`config.mk`:
```
export PLATFORM = sky130hd
export DESIGN_NAME = prog_sync_fifo
export DESIGN_NICKNAME = d
export VERILOG_FILES = /design/src/rtl/fifo_pkg.sv /design/src/rtl/fifo_flag_gen.sv /design/src/rtl/prog_sync_fifo.sv
export SDC_FILE = /design/constraint.sdc
export NUM_CORES = 1
export LEC_CHECK = 0
export ABC_AREA = 1
export CORE_MARGIN = 4
export CORE_UTILIZATION = 25
export CTS_BUF_LIST = sky130_fd_sc_hd__clkbuf_4
export CTS_CLUSTER_SIZE = 16
export DETAILED_ROUTE_END_ITERATION = 6
export PLACE_DENSITY = 0.43
export SLEW_MARGIN = 20
export SYNTH_ARGS = -nofsm -noshare
export SYNTH_HDL_FRONTEND = slang
export SYNTH_SLANG_ARGS = --single-unit
export TNS_END_PERCENT = 100
```
`constraint.sdc`:
```
create_clock -name clk -period 2.1 [get_ports clk]
set_input_delay 0.21 -clock clk [delete_from_list [all_inputs] [get_ports clk]]
set_output_delay 0.21 -clock clk [all_outputs]
set_load 0.05 [all_outputs]
```
`src/rtl/fifo_pkg.sv`:
```
// Shared definitions for the synchronous FIFO family: default sizes,
// pointer wrap helper, count-width helper and the per-cycle operation kind.
package fifo_pkg;

   localparam int unsigned FIFO_WIDTH_DEF = 16;
   localparam int unsigned FIFO_DEPTH_DEF = 8;

   typedef enum logic [1:0] {
      OP_NONE  = 2'b00,
      OP_RD    = 2'b01,
      OP_WR    = 2'b10,
      OP_WR_RD = 2'b11
   } fifo_op_e;

   // Explicit wrap so non-power-of-2 depths never index past the last entry
   function automatic int unsigned ptr_next(input int unsigned ptr, input int unsigned depth);
      return (ptr == depth - 1) ? 0 : ptr + 1;
   endfunction

   function automatic int unsigned count_width(input int unsigned depth);
      return $clog2(depth + 1);
   endfunction

endpackage

```
`src/rtl/fifo_flag_gen.sv`:
```
// Occupancy flags derived combinationally from a registered count.
module fifo_flag_gen #(
   parameter int unsigned DEPTH     = 8,
   parameter int unsigned AF_THRESH = DEPTH - 2,
   parameter int unsigned AE_THRESH = 1,
   parameter int unsigned CW        = $clog2(DEPTH + 1)
) (
   input  logic [CW-1:0] count_i,
   output logic          full_o,
   output logic          empty_o,
   output logic          almostfull_o,
   output logic          almostempty_o
);

   always_comb begin
      full_o        = (count_i == CW'(DEPTH));
      empty_o       = (count_i == '0);
      almostfull_o  = (count_i >= CW'(AF_THRESH)) && !full_o;
      almostempty_o = !empty_o && (count_i <= CW'(AE_THRESH));
   end

endmodule

```
`src/rtl/prog_sync_fifo.sv`:
```
// Parametrised single-clock FIFO with programmable thresholds and flush.
// Define FIFO_FWFT_EN for first-word-fall-through reads; default is a registered read.
module prog_sync_fifo
   import fifo_pkg::*;
#(
   parameter int unsigned FIFO_WIDTH = FIFO_WIDTH_DEF,
   parameter int unsigned FIFO_DEPTH = FIFO_DEPTH_DEF,
   parameter int unsigned AF_THRESH  = FIFO_DEPTH - 2,
   parameter int unsigned AE_THRESH  = 1
) (
   input  logic                                clk,
   input  logic                                rst_n,
   input  logic                                flush,
   input  logic                                wr_en,
   input  logic [FIFO_WIDTH-1:0]               data_in,
   input  logic                                rd_en,
   output logic [FIFO_WIDTH-1:0]               data_out,
   output logic                                wr_ack,
   output logic                                overflow,
   output logic                                underflow,
   output logic                                full,
   output logic                                empty,
   output logic                                almostfull,
   output logic                                almostempty,
   output logic [count_width(FIFO_DEPTH)-1:0]  count
);

   localparam int unsigned PW = $clog2(FIFO_DEPTH);
   localparam int unsigned CW = count_width(FIFO_DEPTH);

   logic [FIFO_WIDTH-1:0] mem_q [FIFO_DEPTH];
   logic [PW-1:0]         wr_ptr_q, wr_ptr_d;
   logic [PW-1:0]         rd_ptr_q, rd_ptr_d;
   logic [CW-1:0]         count_q, count_d;
   logic                  wr_ack_q, overflow_q, underflow_q;
   logic                  wr_acc, rd_acc;
   fifo_op_e              op;

   fifo_flag_gen #(
      .DEPTH     (FIFO_DEPTH),
      .AF_THRESH (AF_THRESH),
      .AE_THRESH (AE_THRESH),
      .CW        (CW)
   ) u_flags (
      .count_i       (count_q),
      .full_o        (full),
      .empty_o       (empty),
      .almostfull_o  (almostfull),
      .almostempty_o (almostempty)
   );

   always_comb begin
      wr_acc   = wr_en && !full && !flush;
      rd_acc   = rd_en && !empty && !flush;
      op       = fifo_op_e'({wr_acc, rd_acc});
      wr_ptr_d = wr_acc ? PW'(ptr_next(32'(wr_ptr_q), FIFO_DEPTH)) : wr_ptr_q;
      rd_ptr_d = rd_acc ? PW'(ptr_next(32'(rd_ptr_q), FIFO_DEPTH)) : rd_ptr_q;
      count_d  = count_q;
      case (op)
         OP_WR:   count_d = count_q + CW'(1);
         OP_RD:   count_d = count_q - CW'(1);
         default: count_d = count_q;
      endcase
   end

   always_ff @(posedge clk) begin
      if (rst_n && wr_acc)
         mem_q[wr_ptr_q] <= data_in;
   end

   always_ff @(posedge clk) begin
      if (!rst_n) begin
         wr_ptr_q    <= '0;
         rd_ptr_q    <= '0;
         count_q     <= '0;
         wr_ack_q    <= 1'b0;
         overflow_q  <= 1'b0;
         underflow_q <= 1'b0;
      end else if (flush) begin
         wr_ptr_q    <= '0;
         rd_ptr_q    <= '0;
         count_q     <= '0;
         wr_ack_q    <= 1'b0;
         overflow_q  <= 1'b0;
         underflow_q <= 1'b0;
      end else begin
         wr_ptr_q    <= wr_ptr_d;
         rd_ptr_q    <= rd_ptr_d;
         count_q     <= count_d;
         wr_ack_q    <= wr_acc;
         overflow_q  <= wr_en && !wr_acc;
         underflow_q <= rd_en && !rd_acc;
      end
   end

`ifdef FIFO_FWFT_EN
   assign data_out = mem_q[rd_ptr_q];
`else
   logic [FIFO_WIDTH-1:0] data_out_q;

   // Flush leaves the last read word on the output
   always_ff @(posedge clk) begin
      if (!rst_n)
         data_out_q <= '0;
      else if (rd_acc)
         data_out_q <= mem_q[rd_ptr_q];
   end

   assign data_out = data_out_q;
`endif

   assign wr_ack    = wr_ack_q;
   assign overflow  = overflow_q;
   assign underflow = underflow_q;
   assign count     = count_q;

endmodule

```
==> flow_metrics.py, run 1 <==
metrics = {
    "setup_path": {
        "path_class": "reg2out",
        "max_stage_delay_ns": 0.84,
        "critPathArrivalTime_ns": 1.80,
        "critPathLaunch": "count[0]",
        "crit_path_end_kind": "output pin",
        "start_kind": "flop",
        "worstPathCellList": "clkdlybuf4s50_1",
        "crit_slowest_cell": "clkdlybuf4s50_1",
        "cp_top_family": "buffers and inverters",
        "cp_num_buf_inv": 1,
        "rr_startpoint": "count[0]",
        "path_depth": 1,
        "cp-endpoint": "count[0]",
        "r2r_end": "mem_q[1][7]",
        "rr_worst_depth": 9,
        "cp.required_ns": 1.89,
        "path_max_fanout": 5,
        "rrSetupSlack_ns": 0.14,
    },
    "floorplanning": {
        "die-area_um2": 29400,
        "die_h_um": 172,
        "coreArea_um2": 26200,
        "io_pins": 48,
        "die_w_um": 172,
        "start_util_pct": 25.5,
        "num_rows": 59,
    },
    "synth": {
        "syn_area_um2": 6680,
        "synth_area_leader_cell": "edfxtp_1",
        "synth_nets": 696,
        "synth_edf_count": 128,
        "ys_top_cells_by_area": "edfxtp_1 (58%), nand2_1 (11%), dfxtp_1 (8.7%), nand3_1 (7.3%), inv_1 (6.3%)",
        "syn_inst": 665,
        "yosysWarnings": 0,
        "seq_area_frac_synth_pct": 66.2,
        "yosysMostFrequentCell": "nand2_1",
        "synth_top_area_share_pct": 57.5,
        "synth_cell_type_count": 23,
        "synth_seq_cells": 157,
        "ys.flop_type": "edfxtp_1",
        "postSynthAreaPerCell_um2": 10.1,
        "ys_async_sr_fraction_pct": 0,
        "ys_top_cells_by_count": "nand2_1 (187), edfxtp_1 (128), inv_1 (113)",
    },
    "clock_tree": {
        "clock-root-buffer": "clkbuf_4",
        "tritoncts": "yes",
        "cts-hold-fix-buffers": 0,
        "cts.sinks": 157,
        "cts_buffers": 17,
        "cts.clk_slew.worst_paths_ns": 0.13,
        "clock_latency_ns": 0.57,
        "clockBufferDepth": 2,
        "htreeDepth": 4,
    },
    "global_route": {
        "grt.overflow.total": 0,
        "antenna_found_initial": 1,
        "grt_pass1_vias": 4331,
        "grt_max_degree": 65,
        "grt.total_usage_pct": 11.7,
        "grt_pass1_wl_mm": 25.9,
    },
    "place": {
        "hpwl_mm": 10.5,
        "placed_cells": 1045,
        "portBuffers": 47,
        "place.gp.congestion": 0.734,
        "place_ws_ns": 0.189,
    },
    "timing": {
        "tightest_slew_ns": 0.545,
        "relSlewSlack_pct": 63.6,
        "fmax_mhz": 498,
        "finalMaxSlewViolations": 0,
        "tns_ns": 0,
        "hold_violations": 0,
        "finClkSkew_ns": 0.0216,
        "layout_setup_ws_ns": 0.0915,
        "grt_setup_unrepaired": "false",
        "finalCritPeriodShare_pct": 95.6,
        "period_needed_ns": 2.01,
        "setup-violations-final": 0,
        "fin_hold_ws_ns": 0.300,
    },
    "detailed_routing": {
        "first_iter_violations": 254,
        "firstDrtPassIters": 5,
        "routed_wirelength_mm": 16.8,
        "ant_nets": 0,
        "vias_per_cell": 4.14,
        "drc_errors": 0,
        "avgRoutedWirePerCell_um": 15.6,
        "vias": 4477,
    },
    "layout": {
        "ff_latch_area_um2": 4430,
        "drive_above_1_share_pct": 12.3,
        "multi_input_area_um2": 1780,
        "final_nets": 763,
        "finalNonFillerCells": 1082,
        "utilization_pct": 31.5,
        "n_fill_cell": 2733,
        "area_delta_synth_final_pct": 23.5,
    },
    "flow_run": {
        "cap_violations": 0,
    },
    "pwr": {
        "power_leakage_nw": 3.30,
        "power.density_nw_per_um2": 680,
        "ir_drop_mv": 0.224,
    },
    "hold_path": {
        "min_path_type": "in2reg",
    },
    "status": {
        "status": "finished clean",
    },
}
[cells in the final DEF (no fill, tap or decap), types with 2 or more instances in the layout]
| cell type | synthesis | routed |
|---|---|---|
| inv_6 | 0 | 8 |
| dfxtp_2 | 0 | 2 |
| edfxtp_1 | 128 | 128 |
| inv_2 | 2 | 2 |
| nand4_1 | 2 | 2 |
| nand3_1 | 98 | 97 |
| inv_1 | 113 | 110 |
| buf_4 | 5 | 17 |
| clkdlybuf4s50_1 | 0 | 41 |
| buf_12 | 0 | 16 |
| a21oi_1 | 23 | 23 |
| nand3_4 | 1 | 2 |
| nand2_4 | 0 | 2 |
| nor2_2 | 3 | 2 |
| diode_2 | 0 | 2 |
| clkinv_1 | 1 | 3 |
| o21ai_0 | 9 | 9 |
| ha_1 | 10 | 9 |
| inv_4 | 0 | 2 |
| nor2_4 | 0 | 9 |
| a211oi_1 | 2 | 2 |
| bufinv_16 | 0 | 2 |
| dfxtp_4 | 0 | 2 |
| dfxtp_1 | 29 | 25 |
| clkbuf_4 | 0 | 17 |
| nand2_1 | 187 | 185 |
| nor2_1 | 23 | 15 |
| clkinvlp_4 | 0 | 4 |
[layout make-up]
class | count | share of cell area, %
sequential | 157 | 53.7
clock inverter | 15 | 1.94
timing repair buffer | 76 | 10.7
tap | 335 | 5.08
inverter | 117 | 5.44
clock buffer | 17 | 1.55
multi-input combinational | 363 | 21.6
antenna | 2 | 0.0606
[flip-flops by register name, summed over array words and instances (netlist names)]
signal     count
mem_q        128
data_out      16
count          4
rd_ptr_q       3
wr_ptr_q       3
overflow       1
underflow      1
wr_ack         1
[stage by stage]
step           instance area, um^2  power (mW)
2_1_floorplan                 6810        3.63
6_report                      8250        5.61
5_1_grt                       8250        5.85
3_3_place_gp                  7930        3.80
4_1_cts                       8220        5.70
3_5_place_dp                  7930        3.80
[power by group]
part           internal, mW  total [mW]  leakage, nW  switching, mW
registers              3.38        3.40         1.39         0.0142
clock network         0.728        1.89        0.146           1.16
logic                 0.112       0.321         1.76          0.208
total                  4.22        5.61         3.30           1.39
[routing by layer]
layer	track usage [%]	share of wire, %	routed length (um)	vias up
li1	-	-	-	2291
met1	16.5	48	8070	2081
met2	18.2	46	7710	91
met3	2.99	5.2	871	14
met4	2.93	1.1	178	0
met5	0	0	0	-
[repair_timing]
action,in CTS,in global routing
gates resized for setup,2,2
setup buffers,0,3
cloned,0,0
endpoints found under the setup margin,2,3
pin swaps,0,1
[kinds of logic after synthesis]
kind of cell	after synthesis	share of synthesized area [%]
and+or+nand+nor	318	20.2
buffers and inverters	145	9.00
adders and majority gates	10	1.87
AOI/OAI and AO/OA	34	2.62
DFF	157	66.2
xor gates and xnor gates	1	0.131
[worst min path at each step]
stage	start	endpoint	cells after the start
after floorplan	data_in[0]	mem_q[0][0]	0
after global placement	data_out[2]	data_out[2]	2
after detailed placement	data_out[7]	data_out[7]	2
after CTS	rd_en	underflow	3
after global routing	rd_en	underflow	3
final	rd_en	underflow	3
(Power assumes the default switching activity.)
==> inputs of run 2 (changes only) <==
==> constraint.sdc (replaced) <==
create_clock -name clk -period 1.7 [get_ports clk]
set_input_delay 0.17 -clock clk [delete_from_list [all_inputs] [get_ports clk]]
set_output_delay 0.17 -clock clk [all_outputs]
set_load 0.05 [all_outputs]
==> run 2 against run 1 <==
The run now ends with setup timing left. Critical path type is now reg2reg. Non-clock buffer count increased by 23. Combinational power increased by 48%. Setup slack got worse by 0.32 ns.
==> flow_metrics.py, run 2 (synthesis gave the netlist of run 1 again) <==
metrics = {
    "status": {
        "status": "finished with violations",
        "violations": "setup timing",
    },
    "setup_path": {
        "path_depth": 11,
        "crit_path_end_kind": "flop",
        "crit_slowest_cell": "dfxtp_4",
        "rr_worst_depth": 11,
        "rrSetupSlack_ns": -0.23,
        "path_class": "reg2reg",
        "cp-endpoint": "mem_q[3][12]",
        "start_kind": "flop",
        "r2r_end": "mem_q[3][12]",
        "critPathLaunch": "count[1]",
        "path_max_fanout": 8,
        "rr_startpoint": "count[1]",
        "max_stage_delay_ns": 0.38,
        "cp.required_ns": 1.96,
        "worstPathCellList": "inv_4, ha_4, nand3_4, clkinvlp_4, buf_4, nor2_4, buf_6, nand2_4, buf_12, nor2_4, buf_12",
        "cp_top_family": "buffers and inverters",
        "critPathArrivalTime_ns": 2.20,
        "cp_num_buf_inv": 6,
    },
    "timing": {
        "fin_hold_ws_ns": 0.243,
        "grt_setup_unrepaired": "true",
        "layout_setup_ws_ns": -0.233,
        "relSlewSlack_pct": 67.1,
        "finClkSkew_ns": 0.0286,
        "tightest_slew_ns": 0.496,
        "finalCritPeriodShare_pct": 114,
        "setup-violations-final": 132,
        "fmax_mhz": 517,
        "tns_ns": -24.10,
        "finalMaxSlewViolations": 0,
        "period_needed_ns": 1.93,
        "hold_violations": 0,
    },
    "detailed_routing": {
        "ant_nets": 0,
        "drc_errors": 0,
        "routed_wirelength_mm": 17.1,
        "avgRoutedWirePerCell_um": 15.5,
        "firstDrtPassIters": 4,
        "vias": 4634,
        "first_iter_violations": 308,
        "vias_per_cell": 4.19,
    },
    "floorplanning": {
        "io_pins": 48,
        "die_w_um": 172,
        "start_util_pct": 25.5,
        "die-area_um2": 29400,
        "coreArea_um2": 26200,
        "num_rows": 59,
        "die_h_um": 172,
    },
    "layout": {
        "utilization_pct": 32.8,
        "layout_commonest_cell": "nand2_1",
        "drive_above_1_share_pct": 19.8,
        "final_nets": 786,
        "area_delta_synth_final_pct": 28.8,
        "largest_register_ff_count": 128,
        "top_register": "mem_q",
        "most-common-layout-cells": "nand2_1 (185), edfxtp_1 (128), inv_1 (108)",
    },
    "pwr": {
        "power.share.combinational_pct": 6.7,
        "netSwitchingFraction_pct": 25.2,
        "p_seq_share_pct": 59.2,
        "power_leakage_nw": 3.50,
        "clockPowerShare_pct": 34.1,
        "ir_drop_mv": 0.362,
        "switchingPower_mw": 1.79,
        "power.density_nw_per_um2": 823,
        "p_int_mw": 5.29,
    },
    "hold_path": {
        "hold_start": "rd_en",
        "min_path_type": "in2reg",
        "hold_path_depth": 3,
    },
    "global_route": {
        "grt_max_degree": 65,
        "antenna_found_initial": 1,
        "grt.overflow.total": 0,
        "grt.total_usage_pct": 12.1,
        "grt_pass1_wl_mm": 26.5,
        "grt_pass1_vias": 4440,
    },
    "clock_tree": {
        "tritoncts": "yes",
        "htreeDepth": 4,
        "clockBufferDepth": 2,
        "clock_latency_ns": 0.56,
        "cts.sinks": 157,
        "cts.clk_slew.worst_paths_ns": 0.15,
        "cts_buffers": 17,
        "clock-root-buffer": "clkbuf_4",
    },
    "flow_run": {
        "cap_violations": 0,
    },
    "place": {
        "hpwl_mm": 10.6,
        "place_ws_ns": -0.181,
        "place.gp.congestion": 0.738,
        "portBuffers": 47,
    },
}
run 2: timing repair:
action                                  4_1_cts  5_1_grt
hold buffers                                  0        0
resized for setup                            22       17
pin swaps                                     8        3
endpoints found under the setup margin      130      136
gates cloned                                  2        0
buffers inserted                              9        1
run 2: worst min-delay path by stage:
stage | slack [ns] | endpoint
6_report | 0.24 | underflow
5_1_grt | 0.19 | underflow
4_1_cts | 0.18 | underflow
3_5_place_dp | 0.46 | data_out[12]
3_3_place_gp | 0.46 | data_out[4]
2_1_floorplan | 0.27 | mem_q[0][0]
run 2: area by class of cell:
| type | count | area [um^2] |
|---|---|---|
| fillers | 2682 | 17600 |
| flip-flops and latches | 157 | 4440 |
| multi-input cells | 363 | 1870 |
| repair buffers | 99 | 1120 |
| inverters | 117 | 455 |
| well taps | 335 | 419 |
| clock inverters | 15 | 175 |
| clock buffers | 17 | 128 |
| diodes | 2 | 5.00 |
run 2: worst reg2reg max path: cells and delay by family, from the launching register on:
kind | cells | cell delay [ns]
fa+ha+maj | 1 | 0.16
buf+inv | 6 | 0.70
flops | 1 | 0.38
simple gates | 4 | 0.40
run 2: per-stage QoR:
| step | instances | cell area, um^2 | power (mW) |
|---|---|---|---|
| CTS | 1102 | 8560 | 7.20 |
| global placement | 1059 | 8050 | 4.72 |
| floorplan | 665 | 6830 | 4.49 |
| finish | 1105 | 8610 | 7.08 |
| detailed placement | 1059 | 8050 | 4.72 |
| global route | 1105 | 8610 | 7.42 |
run 2: power by group through the flow:
stage	clock, mW	combinational (mW)	sequential, mW
5_1_grt	2.70	0.518	4.20
3_3_place_gp	0	0.440	4.28
2_1_floorplan	0	0.168	4.32
6_report	2.42	0.474	4.19
3_5_place_dp	0	0.439	4.28
4_1_cts	2.54	0.473	4.19
run 2: layer usage:
metal	up-vias	track usage [%]	part of all wire, %
met4	0	3.27	0.85
met1	2167	16.9	48
met2	105	18.6	46
li1	2349	-	-
met3	13	3.06	5.6
met5	-	0	0
==> inputs of run 3 (changes only) <==
--- a/config.mk
+++ b/config.mk
@@ -6,10 +6,10 @@
 export NUM_CORES = 1
 export LEC_CHECK = 0
 export ABC_AREA = 1
+export CORE_ASPECT_RATIO = 0.7
 export CORE_MARGIN = 4
 export CORE_UTILIZATION = 25
 export CTS_BUF_LIST = sky130_fd_sc_hd__clkbuf_4
-export CTS_CLUSTER_SIZE = 16
 export DETAILED_ROUTE_END_ITERATION = 6
 export PLACE_DENSITY = 0.43
 export SLEW_MARGIN = 20
==> run 3 against run 2 <==
The flow still finishes with violations (setup timing). Clock power down 15%. First-iteration DRC count shrank 19%. Non-clock buffer count up 9. Global-route usage grew 0.50 points. Sequential cell count unchanged. Sequential power is essentially flat. Fmax up 0.11%. Combinational power increased by 3%. Largest cell class unchanged. Highest routed layer unchanged.
==> flow_metrics.py, run 3 (synthesis gave the netlist of run 1 again) <==
metrics = {
    "pwr": {
        "ir_drop_mv": 0.424,
        "power_mw": 6.73,
        "power_leakage_nw": 3.53,
        "power.density_nw_per_um2": 774,
    },
    "layout": {
        "utilization_pct": 33.5,
        "final_nets": 795,
        "multi_input_area_um2": 1870,
        "finalInstanceArea_um2": 8700,
        "n_fill_cell": 2720,
        "layout_commonest_cell": "nand2_1",
        "antennaDiodeCount": 0,
        "top_register": "mem_q",
        "ff_latch_area_um2": 4440,
        "most-common-layout-cells": "nand2_1 (184), edfxtp_1 (128), inv_1 (109)",
        "area_delta_synth_final_pct": 30.1,
        "largest_register_ff_count": 128,
        "drive_above_1_share_pct": 20.6,
    },
    "detailed_routing": {
        "first_iter_violations": 249,
        "drc_errors": 0,
        "avgRoutedWirePerCell_um": 15.6,
        "vias": 4624,
        "ant_nets": 0,
        "routed_wirelength_mm": 17.7,
        "firstDrtPassIters": 4,
        "vias_per_cell": 4.08,
    },
    "clock_tree": {
        "clockBufferDepth": 2,
        "cts-hold-fix-buffers": 0,
        "tritoncts": "yes",
        "clock_latency_ns": 0.56,
        "clock-root-buffer": "clkbuf_4",
        "cts.sinks": 157,
        "cts.clk_slew.worst_paths_ns": 0.14,
        "htreeDepth": 4,
        "cts_buffers": 17,
    },
    "floorplanning": {
        "die-area_um2": 29500,
        "coreArea_um2": 26000,
        "die_h_um": 145,
        "io_pins": 48,
        "start_util_pct": 25.7,
        "die_w_um": 203,
        "num_rows": 49,
    },
    "hold_path": {
        "min_path_type": "in2reg",
    },
    "place": {
        "hpwl_mm": 11.7,
        "place.gp.congestion": 0.742,
        "place_area_um2": 8050,
        "portBuffers": 47,
    },
    "setup_path": {
        "rr_worst_depth": 12,
        "rr_startpoint": "count[1]",
        "crit_path_end_kind": "flop",
        "path_class": "reg2reg",
        "critPathLaunch": "count[1]",
        "cp.required_ns": 1.98,
        "r2r_end": "mem_q[3][1]",
        "cp-endpoint": "mem_q[3][1]",
        "rrSetupSlack_ns": -0.23,
        "critPathArrivalTime_ns": 2.21,
        "start_kind": "flop",
        "path_max_fanout": 12,
    },
    "flow_run": {
        "cap_violations": 0,
    },
    "timing": {
        "relSlewSlack_pct": 67.1,
        "finalCritPeriodShare_pct": 114,
        "tightest_slew_ns": 0.495,
        "setup-violations-final": 132,
        "finalMaxSlewViolations": 0,
        "layout_setup_ws_ns": -0.231,
        "fmax_mhz": 518,
        "finClkSkew_ns": 0.0206,
        "hold_violations": 0,
        "period_needed_ns": 1.93,
        "fin_hold_ws_ns": 0.270,
        "grt_setup_unrepaired": "true",
    },
    "global_route": {
        "grt.total_usage_pct": 12.6,
        "antenna_found_initial": 0,
        "grt_max_degree": 42,
        "grt_pass1_vias": 4655,
        "grt.overflow.total": 0,
        "grt_pass1_wl_mm": 27.5,
    },
    "status": {
        "status": "finished with violations",
        "violations": "setup timing",
    },
}
[run 3: power breakdown]
group	leakage [nW]	switching, mW	internal, mW
sequential	1.39	0.0154	4.18
combinational	2.01	0.294	0.194
clock	0.124	1.45	0.596
total	3.53	1.76	4.97
[run 3: repair_timing]
item	CTS	global route
endpoints found under the setup margin	95	134
gates cloned	4	0
pin swaps	11	9
buffers inserted	16	2
resized for setup	37	9
[run 3: stage by stage]
step                TNS, ns  setup WS [ns]  std cells
floorplan            -50.59         -0.411        665
global placement     -17.32         -0.165       1083
detailed placement   -18.78         -0.166       1083
CTS                  -24.42         -0.290       1135
global route         -32.56         -0.336       1134
finish               -22.54         -0.231       1134
[run 3: worst max-delay path: stages (launching register included)]
cell	delay [ns]
dfxtp_4	0.38
inv_4	0.04
ha_4	0.17
nand3_4	0.07
clkinvlp_4	0.09
buf_4	0.14
nor2_4	0.10
buf_6	0.10
buf_6	0.09
nand2_4	0.05
buf_6	0.14
nor2_4	0.12
buf_12	0.16
[run 3: worst min path at each step]
stage	start	to	slack, ns	cells after the start
after detailed placement	data_out[15]	data_out[15]	0.46	2
after CTS	rd_en	underflow	0.21	3
after global routing	rd_en	underflow	0.22	3
final	rd_en	underflow	0.27	3
after floorplan	data_in[0]	mem_q[0][0]	0.27	0
after global placement	data_out[15]	data_out[15]	0.45	2
[run 3: final cells by class]
type	instances	area share [%]
clock buffers	17	1.47
clock inverters	15	1.32
inverters	117	5.21
multi-input cells	363	21.5
flip-flops and latches	157	51.0
well taps	357	5.14
repair buffers	108	14.3
[run 3: per-layer routing]
metal / track usage, % / up-vias / part of all wire (%)
li1: - / 2357 / -
met1: 17.3 / 2193 / 48
met2: 20.4 / 65 / 46
met3: 2.90 / 9 / 4.6
met4: 2.66 / 0 / 0.74
met5: 0 / - / 0
